--- src/rtl/vga_timing_controller.sv ---
// VGA raster timing: horizontal/vertical counters stepped through phase FSMs,
// with registered syncs, display enable and line/frame strobes aligned to the counters.
module vga_timing_controller #(
  parameter int COUNTER_SIZE    = 11,
  parameter int H_ACTIVE        = 1024,
  parameter int H_FRONT         = 24,
  parameter int H_SYNC          = 136,
  parameter int H_BACK          = 144,
  parameter int V_ACTIVE        = 768,
  parameter int V_FRONT         = 3,
  parameter int V_SYNC          = 6,
  parameter int V_BACK          = 29,
  parameter bit SYNC_ACTIVE_LOW = 1'b1
) (
  input  logic                    control_clock,
  input  logic                    control_reset_n,
  input  logic                    run,
  output logic                    busy,
  output logic [COUNTER_SIZE-1:0] h_count,
  output logic [COUNTER_SIZE-1:0] v_count,
  output logic                    h_sync,
  output logic                    v_sync,
  output logic                    display_enable,
  output logic                    line_start,
  output logic                    frame_start
);

  localparam int CS = COUNTER_SIZE;

  localparam logic [CS-1:0] H_ACT_END = CS'(H_ACTIVE - 1);
  localparam logic [CS-1:0] H_FP_END  = CS'(H_ACTIVE + H_FRONT - 1);
  localparam logic [CS-1:0] H_SY_END  = CS'(H_ACTIVE + H_FRONT + H_SYNC - 1);
  localparam logic [CS-1:0] H_LAST    = CS'(H_ACTIVE + H_FRONT + H_SYNC + H_BACK - 1);
  localparam logic [CS-1:0] V_ACT_END = CS'(V_ACTIVE - 1);
  localparam logic [CS-1:0] V_FP_END  = CS'(V_ACTIVE + V_FRONT - 1);
  localparam logic [CS-1:0] V_SY_END  = CS'(V_ACTIVE + V_FRONT + V_SYNC - 1);
  localparam logic [CS-1:0] V_LAST    = CS'(V_ACTIVE + V_FRONT + V_SYNC + V_BACK - 1);
  localparam logic [CS-1:0] ONE       = CS'(1);

  localparam logic [0:0] ST_IDLE = 1'd0;
  localparam logic [0:0] ST_SCAN = 1'd1;

  // Shared encoding for both phase FSMs: active, front porch, sync, back porch.
  localparam logic [1:0] PH_ACT = 2'd0;
  localparam logic [1:0] PH_FP  = 2'd1;
  localparam logic [1:0] PH_SY  = 2'd2;
  localparam logic [1:0] PH_BP  = 2'd3;

  logic [0:0]    state_q, state_d;
  logic [CS-1:0] h_q, h_d, v_q, v_d;
  logic [1:0]    hph_q, hph_d, vph_q, vph_d;
  logic [1:0]    hph_nx, vph_nx;
  logic          h_last, v_last, scan_d;

  logic busy_q, hs_q, vs_q, de_q, ls_q, fs_q;

  assign h_last = (h_q == H_LAST);
  assign v_last = (v_q == V_LAST);

  always_comb begin
    hph_nx = hph_q;
    case (hph_q)
      PH_ACT:  if (h_q == H_ACT_END) hph_nx = PH_FP;
      PH_FP:   if (h_q == H_FP_END)  hph_nx = PH_SY;
      PH_SY:   if (h_q == H_SY_END)  hph_nx = PH_BP;
      default: if (h_last)           hph_nx = PH_ACT;
    endcase
  end

  always_comb begin
    vph_nx = vph_q;
    case (vph_q)
      PH_ACT:  if (v_q == V_ACT_END) vph_nx = PH_FP;
      PH_FP:   if (v_q == V_FP_END)  vph_nx = PH_SY;
      PH_SY:   if (v_q == V_SY_END)  vph_nx = PH_BP;
      default: if (v_last)           vph_nx = PH_ACT;
    endcase
  end

  always_comb begin
    state_d = state_q;
    h_d     = h_q;
    v_d     = v_q;
    hph_d   = hph_q;
    vph_d   = vph_q;
    case (state_q)
      ST_IDLE: begin
        h_d   = '0;
        v_d   = '0;
        hph_d = PH_ACT;
        vph_d = PH_ACT;
        if (run) state_d = ST_SCAN;
      end
      default: begin
        // run only matters on the final pixel, so a frame is never cut short.
        if (h_last && v_last && !run) begin
          state_d = ST_IDLE;
          h_d     = '0;
          v_d     = '0;
          hph_d   = PH_ACT;
          vph_d   = PH_ACT;
        end else begin
          h_d   = h_last ? '0 : h_q + ONE;
          hph_d = hph_nx;
          if (h_last) begin
            v_d   = v_last ? '0 : v_q + ONE;
            vph_d = vph_nx;
          end
        end
      end
    endcase
  end

  assign scan_d = (state_d == ST_SCAN);

  // Outputs are computed from next-state values so they line up with the counters.
  always_ff @(posedge control_clock) begin
    if (!control_reset_n) begin
      state_q <= ST_IDLE;
      h_q     <= '0;
      v_q     <= '0;
      hph_q   <= PH_ACT;
      vph_q   <= PH_ACT;
      busy_q  <= 1'b0;
      hs_q    <= SYNC_ACTIVE_LOW;
      vs_q    <= SYNC_ACTIVE_LOW;
      de_q    <= 1'b0;
      ls_q    <= 1'b0;
      fs_q    <= 1'b0;
    end else begin
      state_q <= state_d;
      h_q     <= h_d;
      v_q     <= v_d;
      hph_q   <= hph_d;
      vph_q   <= vph_d;
      busy_q  <= scan_d;
      hs_q    <= (scan_d && (hph_d == PH_SY)) ^ SYNC_ACTIVE_LOW;
      vs_q    <= (scan_d && (vph_d == PH_SY)) ^ SYNC_ACTIVE_LOW;
      de_q    <= scan_d && (hph_d == PH_ACT) && (vph_d == PH_ACT);
      ls_q    <= scan_d && (h_d == '0);
      fs_q    <= scan_d && (h_d == '0) && (v_d == '0);
    end
  end

  assign busy           = busy_q;
  assign h_count        = h_q;
  assign v_count        = v_q;
  assign h_sync         = hs_q;
  assign v_sync         = vs_q;
  assign display_enable = de_q;
  assign line_start     = ls_q;
  assign frame_start    = fs_q;

endmodule

--- config.mk ---
export PLATFORM = sky130hd
export DESIGN_NAME = vga_timing_controller
export DESIGN_NICKNAME = d
export VERILOG_FILES = /design/src/rtl/vga_timing_controller.sv
export SDC_FILE = /design/constraint.sdc
export NUM_CORES = 1
export LEC_CHECK = 0
export CAP_MARGIN = 20
export CORE_AREA = 5 5 65 67
export DETAILED_ROUTE_END_ITERATION = 16
export DIE_AREA = 0 0 70 72
export GPL_ROUTABILITY_DRIVEN = 0
export PLACE_DENSITY = 0.87
export REMOVE_ABC_BUFFERS = 1
export SLEW_MARGIN = 20
export SYNTH_ARGS = -nofsm -noshare
export SYNTH_HDL_FRONTEND = slang
export SYNTH_SLANG_ARGS = --single-unit
--- constraint.sdc ---
create_clock -name control_clock -period 5.1 [get_ports control_clock]
set_input_delay 1.53 -clock control_clock [delete_from_list [all_inputs] [get_ports control_clock]]
set_output_delay 1.53 -clock control_clock [all_outputs]
set_load 0.05 [all_outputs]
==> flow_metrics.tcl, run 1 <==
set metrics [dict create \
    status "complete, no violations" \
    maxCapViolCount 0 \
    final_common_cell "dfxtp_1" \
    min_path_type "reg -> reg" \
    dieArea_sq_um 5040 \
    reg2reg_slack_ps 2480 \
    hold_depth 1 \
    cts_made_buffers 5 \
    fin_tns_setup_ps 0 \
    cts_hold_buf 0 \
    p_leak_nw 0.755 \
    crit_family "buffers and inverters" \
    rsz0062_at_grt "false" \
    reg2reg_to "frame_start" \
    num_vias 1670 \
    peakVddDrop_mv 0.142 \
    finalNonFillerCells 298 \
    synth.avg_cell_area_sq_um 8.55 \
    synth-main-ff-cell "dfxtp_1" \
    clockRootBuffer "clkbuf_4" \
    n_antenna_cell 0 \
    fmax_mhz 294 \
    cts_tree "done" \
    critPathLaunchType "flip-flop" \
    first_global_vias 1467 \
    final.fill_count 309 \
    pre_cts_slack_ps 2070 \
    worst_pin_slew_ps 505 \
    area_growth_pct 16.1 \
    cts_buffer_depth 2 \
    critPathKind "reg -> out" \
    synth_seq_area_share_pct 33.1 \
    grt_pass1_wl_um 7030 \
    overflow 0 \
    grt_usage_pct 17.2 \
    cp-startpoint "h_count[4]" \
    netlist_instances 226 \
    core-area_sq_um 3580 \
    antenna_found_initial 0 \
    die_w_um 70 \
    crit_slowest_cell "clkdlybuf4s50_1" \
    nets 257 \
    timing_max_transition_violations_final 0 \
    cp.arrival_ps 1880 \
    start_util_pct 54.0 \
    grt_max_degree 14 \
    crit_path_end_kind "output pin" \
    hold_violations 0 \
    first_iter_violations 134 \
    insertion_delay_ps 350 \
    drc 0 \
    crit_end "h_count[4]" \
    p_per_area_nw_per_um2 196 \
    synth_edf_count 0 \
    via_per_inst 5.60 \
    wl_um 4120 \
    cp.required_ps 3570 \
    postRouteAntennaNets 0 \
    io_buffer_count 30 \
    final_cell_mix "32 x dfxtp_1, 31 x nor2_1, 30 x clkdlybuf4s50_1" \
    worstReg2RegStart "h_count[1]" \
    worstPathCellList "clkdlybuf4s50_1" \
    htreeDepth 2 \
    place_inst 290 \
    ff2ff_path_depth 7 \
    path_depth 1 \
    fp.dieH_um 72 \
    ys_warn_count 0 \
    core.rowCount 22 \
    path_clk_slew_ps 100 \
    worst_clock_skew_ps 10.6 \
    timing.final.crit_share_pct 66.8 \
    critPathBufInv 1 \
    drive_above_1_share_pct 8.40 \
    slew_headroom_pct 66.3 \
    async_reset_ff_share_pct 0 \
    synth_area_sq_um 1930 \
    path_max_fanout 12 \
    cp_slowest_stage_delay_ps 900 \
    post_drt_wl_per_cell_um 13.8 \
    min_period_ps 3410 \
    synth_seq_cells 32 \
    cts_sinks 32 \
    synth_cell_types 55 \
    postCtsResizedCells 0 \
    hpwl_um 2980 \
    setup_viol 0 \
    first_pass_iters 4 \
    ios 31 \
    setup_ws_ps 1690 \
    cts_setup_buffers 0 \
]
how the worst min path moves through the flow:
stage / slack, ps / endpoint / startpoint
after detailed placement: 500 / h_count[0] / h_count[0]
final: 520 / h_count[0] / h_count[0]
after CTS: 530 / h_count[0] / h_count[0]
after global routing: 560 / h_count[0] / h_count[0]
after floorplan: 530 / v_sync / vph_q[1]
after global placement: 490 / h_count[0] / h_count[0]
metrics by stage:
stage | hold slack, ps | instance area [sq um] | utilization, % | power (mW)
3_5_place_dp | 498 | 2180 | 61.0 | 0.291
5_1_grt | 564 | 2240 | 62.7 | 0.456
6_report | 520 | 2240 | 62.7 | 0.440
3_3_place_gp | 490 | 2180 | 61.0 | 0.290
2_1_floorplan | 532 | 1820 | - | 0.279
4_1_cts | 526 | 2240 | 62.7 | 0.445
routing by layer:
metal | share of wire, % | global-route usage (%)
met5 | 0 | 0
met1 | 50 | 24.0
met2 | 44 | 25.8
met4 | 1.3 | 5.11
met3 | 5.0 | 5.12
layout make-up:
class | instances | area, sq um | share of cell area (%)
clock inverter | 2 | 10.0 | 0.446
tap | 48 | 60.1 | 2.68
timing repair buffer | 30 | 300 | 13.4
sequential | 32 | 641 | 28.6
inverter | 6 | 22.5 | 1.00
multi-input combinational | 174 | 1160 | 51.6
clock buffer | 6 | 51.3 | 2.29
sequential cells by signal, indices dropped and copies added, names as in the netlist:
| register | cells |
|---|---|
| v_count | 11 |
| display_enable | 1 |
| h_count | 11 |
| busy | 1 |
| v_sync | 1 |
| vph_q | 2 |
| frame_start | 1 |
| line_start | 1 |
| h_sync | 1 |
| hph_q | 2 |
cell usage after synthesis, types with 4 or more instances:
library cell   n  area (sq um)
ha_1           5          62.6
nand4_1        6          37.5
inv_1          6          22.5
dfxtp_1       32           641
a21oi_1        4          20.0
buf_6          7          78.8
nor2_1        31           116
xnor2_1       11          96.3
clkbuf_1       4          15.0
and3_1         4          25.0
nor2b_1        4          25.0
nand2_1       15          56.3
xor2_1        11          96.3
and2_1         5          31.3
nor3_1         5          25.0
nand3_1       17          85.1
cells by family after synthesis:
| logic type | synth area share [%] |
|---|---|
| compound gates | 10.0 |
| xor+xnor | 9.97 |
| fa+ha+maj | 3.24 |
| buf+inv | 6.93 |
| flops | 33.1 |
| mux | 1.04 |
| simple gates | 35.7 |
where the power goes:
part	switching [mW]	internal [mW]
clock	0.0897	0.0655
combinational	0.0188	0.00996
sequential	0.00324	0.253
(Power assumes the default switching activity.)
==> run 2, diff against run 1 <==
- CORE_AREA: 5 5 65 67 -> 5 5 67 69
- DIE_AREA: 0 0 70 72 -> 0 0 72 74
- PLACE_DENSITY: 0.87 -> 0.83
- clock period: 5.1 -> 3.25 ns (I/O delays scaled with it)
==> run 2 against run 1 <==
Compared with the run above:
- worst setup slack worse by 1300 ps
- utilization down 3.1 points
- combinational power up 59%
- cell area up 2.5%
- clock power up 140%
- sequential cell count unchanged
- first-iteration DRC count down 22%
- count of clock-buffer cells in the layout unchanged
- via count up 0.30%
- global-route usage up 1.3 points
- clock skew up 1.6 ps
==> flow_metrics.tcl, run 2 (synthesized netlist as in run 1, its figures left out) <==
set metrics [dict create \
    slew_headroom_pct 66.5 \
    worstReg2RegStart "h_count[1]" \
    power.total_mw 0.826 \
    status "complete, no violations" \
    critPathLaunchType "flip-flop" \
    p_leak_nw 0.777 \
    rsz0062_at_grt "false" \
    core.rowCount 23 \
    core-area_sq_um 3860 \
    first_global_vias 1648 \
    hpwl_um 3030 \
    grt_max_degree 14 \
    overflow 0 \
    n_antenna_cell 0 \
    cp.required_ps 2270 \
    cp.arrival_ps 1840 \
    postRouteAntennaNets 0 \
    fin_util_pct 59.6 \
    fin_tns_setup_ps 0 \
    path_max_fanout 12 \
    min_period_ps 2810 \
    io_buffer_count 30 \
    insertion_delay_ps 290 \
    final.fill_count 367 \
    postCtsResizedCells 0 \
    wl_um 4320 \
    maxCapViolCount 0 \
    area_growth_pct 19.0 \
    worstPathCellList "clkdlybuf4s50_1" \
    timing.final.crit_share_pct 86.5 \
    reg2reg_to "frame_start" \
    worst_clock_skew_ps 12.2 \
    timing_max_transition_violations_final 0 \
    hold_depth 1 \
    cts_buffer_depth 2 \
    grt_usage_pct 18.5 \
    cts_setup_buffers 0 \
    cp_slowest_stage_delay_ps 900 \
    first_pass_iters 4 \
    ff2ff_path_depth 7 \
    crit_path_end_kind "output pin" \
    hold_violations 0 \
    nets 258 \
    setup_ws_ps 439 \
    pre_cts_slack_ps 739 \
    p_per_area_nw_per_um2 359 \
    worst_pin_slew_ps 501 \
    critPathKind "reg -> out" \
    cts_hold_buf 0 \
    crit_slowest_cell "clkdlybuf4s50_1" \
    start_util_pct 50.1 \
    hold_ws_ps 526 \
    post_drt_wl_per_cell_um 14.4 \
    die_w_um 72 \
    dieArea_sq_um 5330 \
    final_cell_mix "32 x dfxtp_1, 31 x nor2_1, 30 x clkdlybuf4s50_1" \
    cts_sinks 32 \
    fmax_mhz 356 \
    ios 31 \
    critPathBufInv 1 \
    final_common_cell "dfxtp_1" \
    antenna_found_initial 0 \
    grt_pass1_wl_um 7780 \
    min_path_type "reg -> reg" \
    num_vias 1675 \
    via_per_inst 5.56 \
    postPlaceCellArea_sq_um 2190 \
    multi_input_area_sq_um 1160 \
    clockRootBuffer "clkbuf_8" \
    setup_viol 0 \
    drc 0 \
    first_iter_violations 104 \
    min-delay-start "h_count[0]" \
    peakVddDrop_mv 0.223 \
    reg2reg_slack_ps 740 \
    finalNonFillerCells 301 \
    fp.dieH_um 74 \
    fin_area_sq_um 2300 \
    drive_above_1_share_pct 8.37 \
    cts_made_buffers 5 \
    path_clk_slew_ps 70 \
    crit_family "buffers and inverters" \
    place_inst 293 \
    cts_tree "done" \
    htreeDepth 2 \
    regArea_sq_um 641 \
    min_to "h_count[0]" \
]
-- run 2: cell types whose count changed in the layout (fill, tap and decap cells not counted), sizes merged --
| cell | previous run | this run |
|---|---|---|
| clkinv | 2 | 1 |
| buf | 0 | 1 |
| bufinv | 0 | 1 |
-- run 2: routing by layer --
metal / routed length, um / global-route usage [%] / share of wire [%] / vias to the layer above
met2: 1970 / 28.5 / 46 / 38
met4: 97 / 8.98 / 2.2 / 0
met5: 0 / 0 / 0 / -
met3: 191 / 4.59 / 4.4 / 10
li1: - / - / - / 853
met1: 2060 / 24.3 / 48 / 774
-- run 2: cell type report --
cell class	count	share of cell area, %
clock buffer	6	3.16
clock inverter	2	1.52
inverter	6	0.979
multi-input combinational	174	50.4
sequential	32	27.9
tap	50	2.72
timing repair buffer	31	13.4
-- run 2: power by group --
part           leakage, nW  internal [mW]  switching [mW]  total, mW
logic                0.463         0.0157          0.0302     0.0459
registers            0.259          0.397         0.00513      0.402
clock network       0.0552          0.227           0.151      0.379
total                0.777          0.640           0.187      0.826
-- run 2: how the worst max path moves through the flow --
stage	from	to	slack [ps]	depth (start not counted)
2_1_floorplan	h_count[1]	frame_start	630	7
3_3_place_gp	h_count[4]	h_count[4]	770	1
3_5_place_dp	control_reset_n	frame_start	740	4
4_1_cts	h_count[4]	h_count[4]	440	1
5_1_grt	h_count[4]	h_count[4]	350	1
6_report	h_count[4]	h_count[4]	440	1
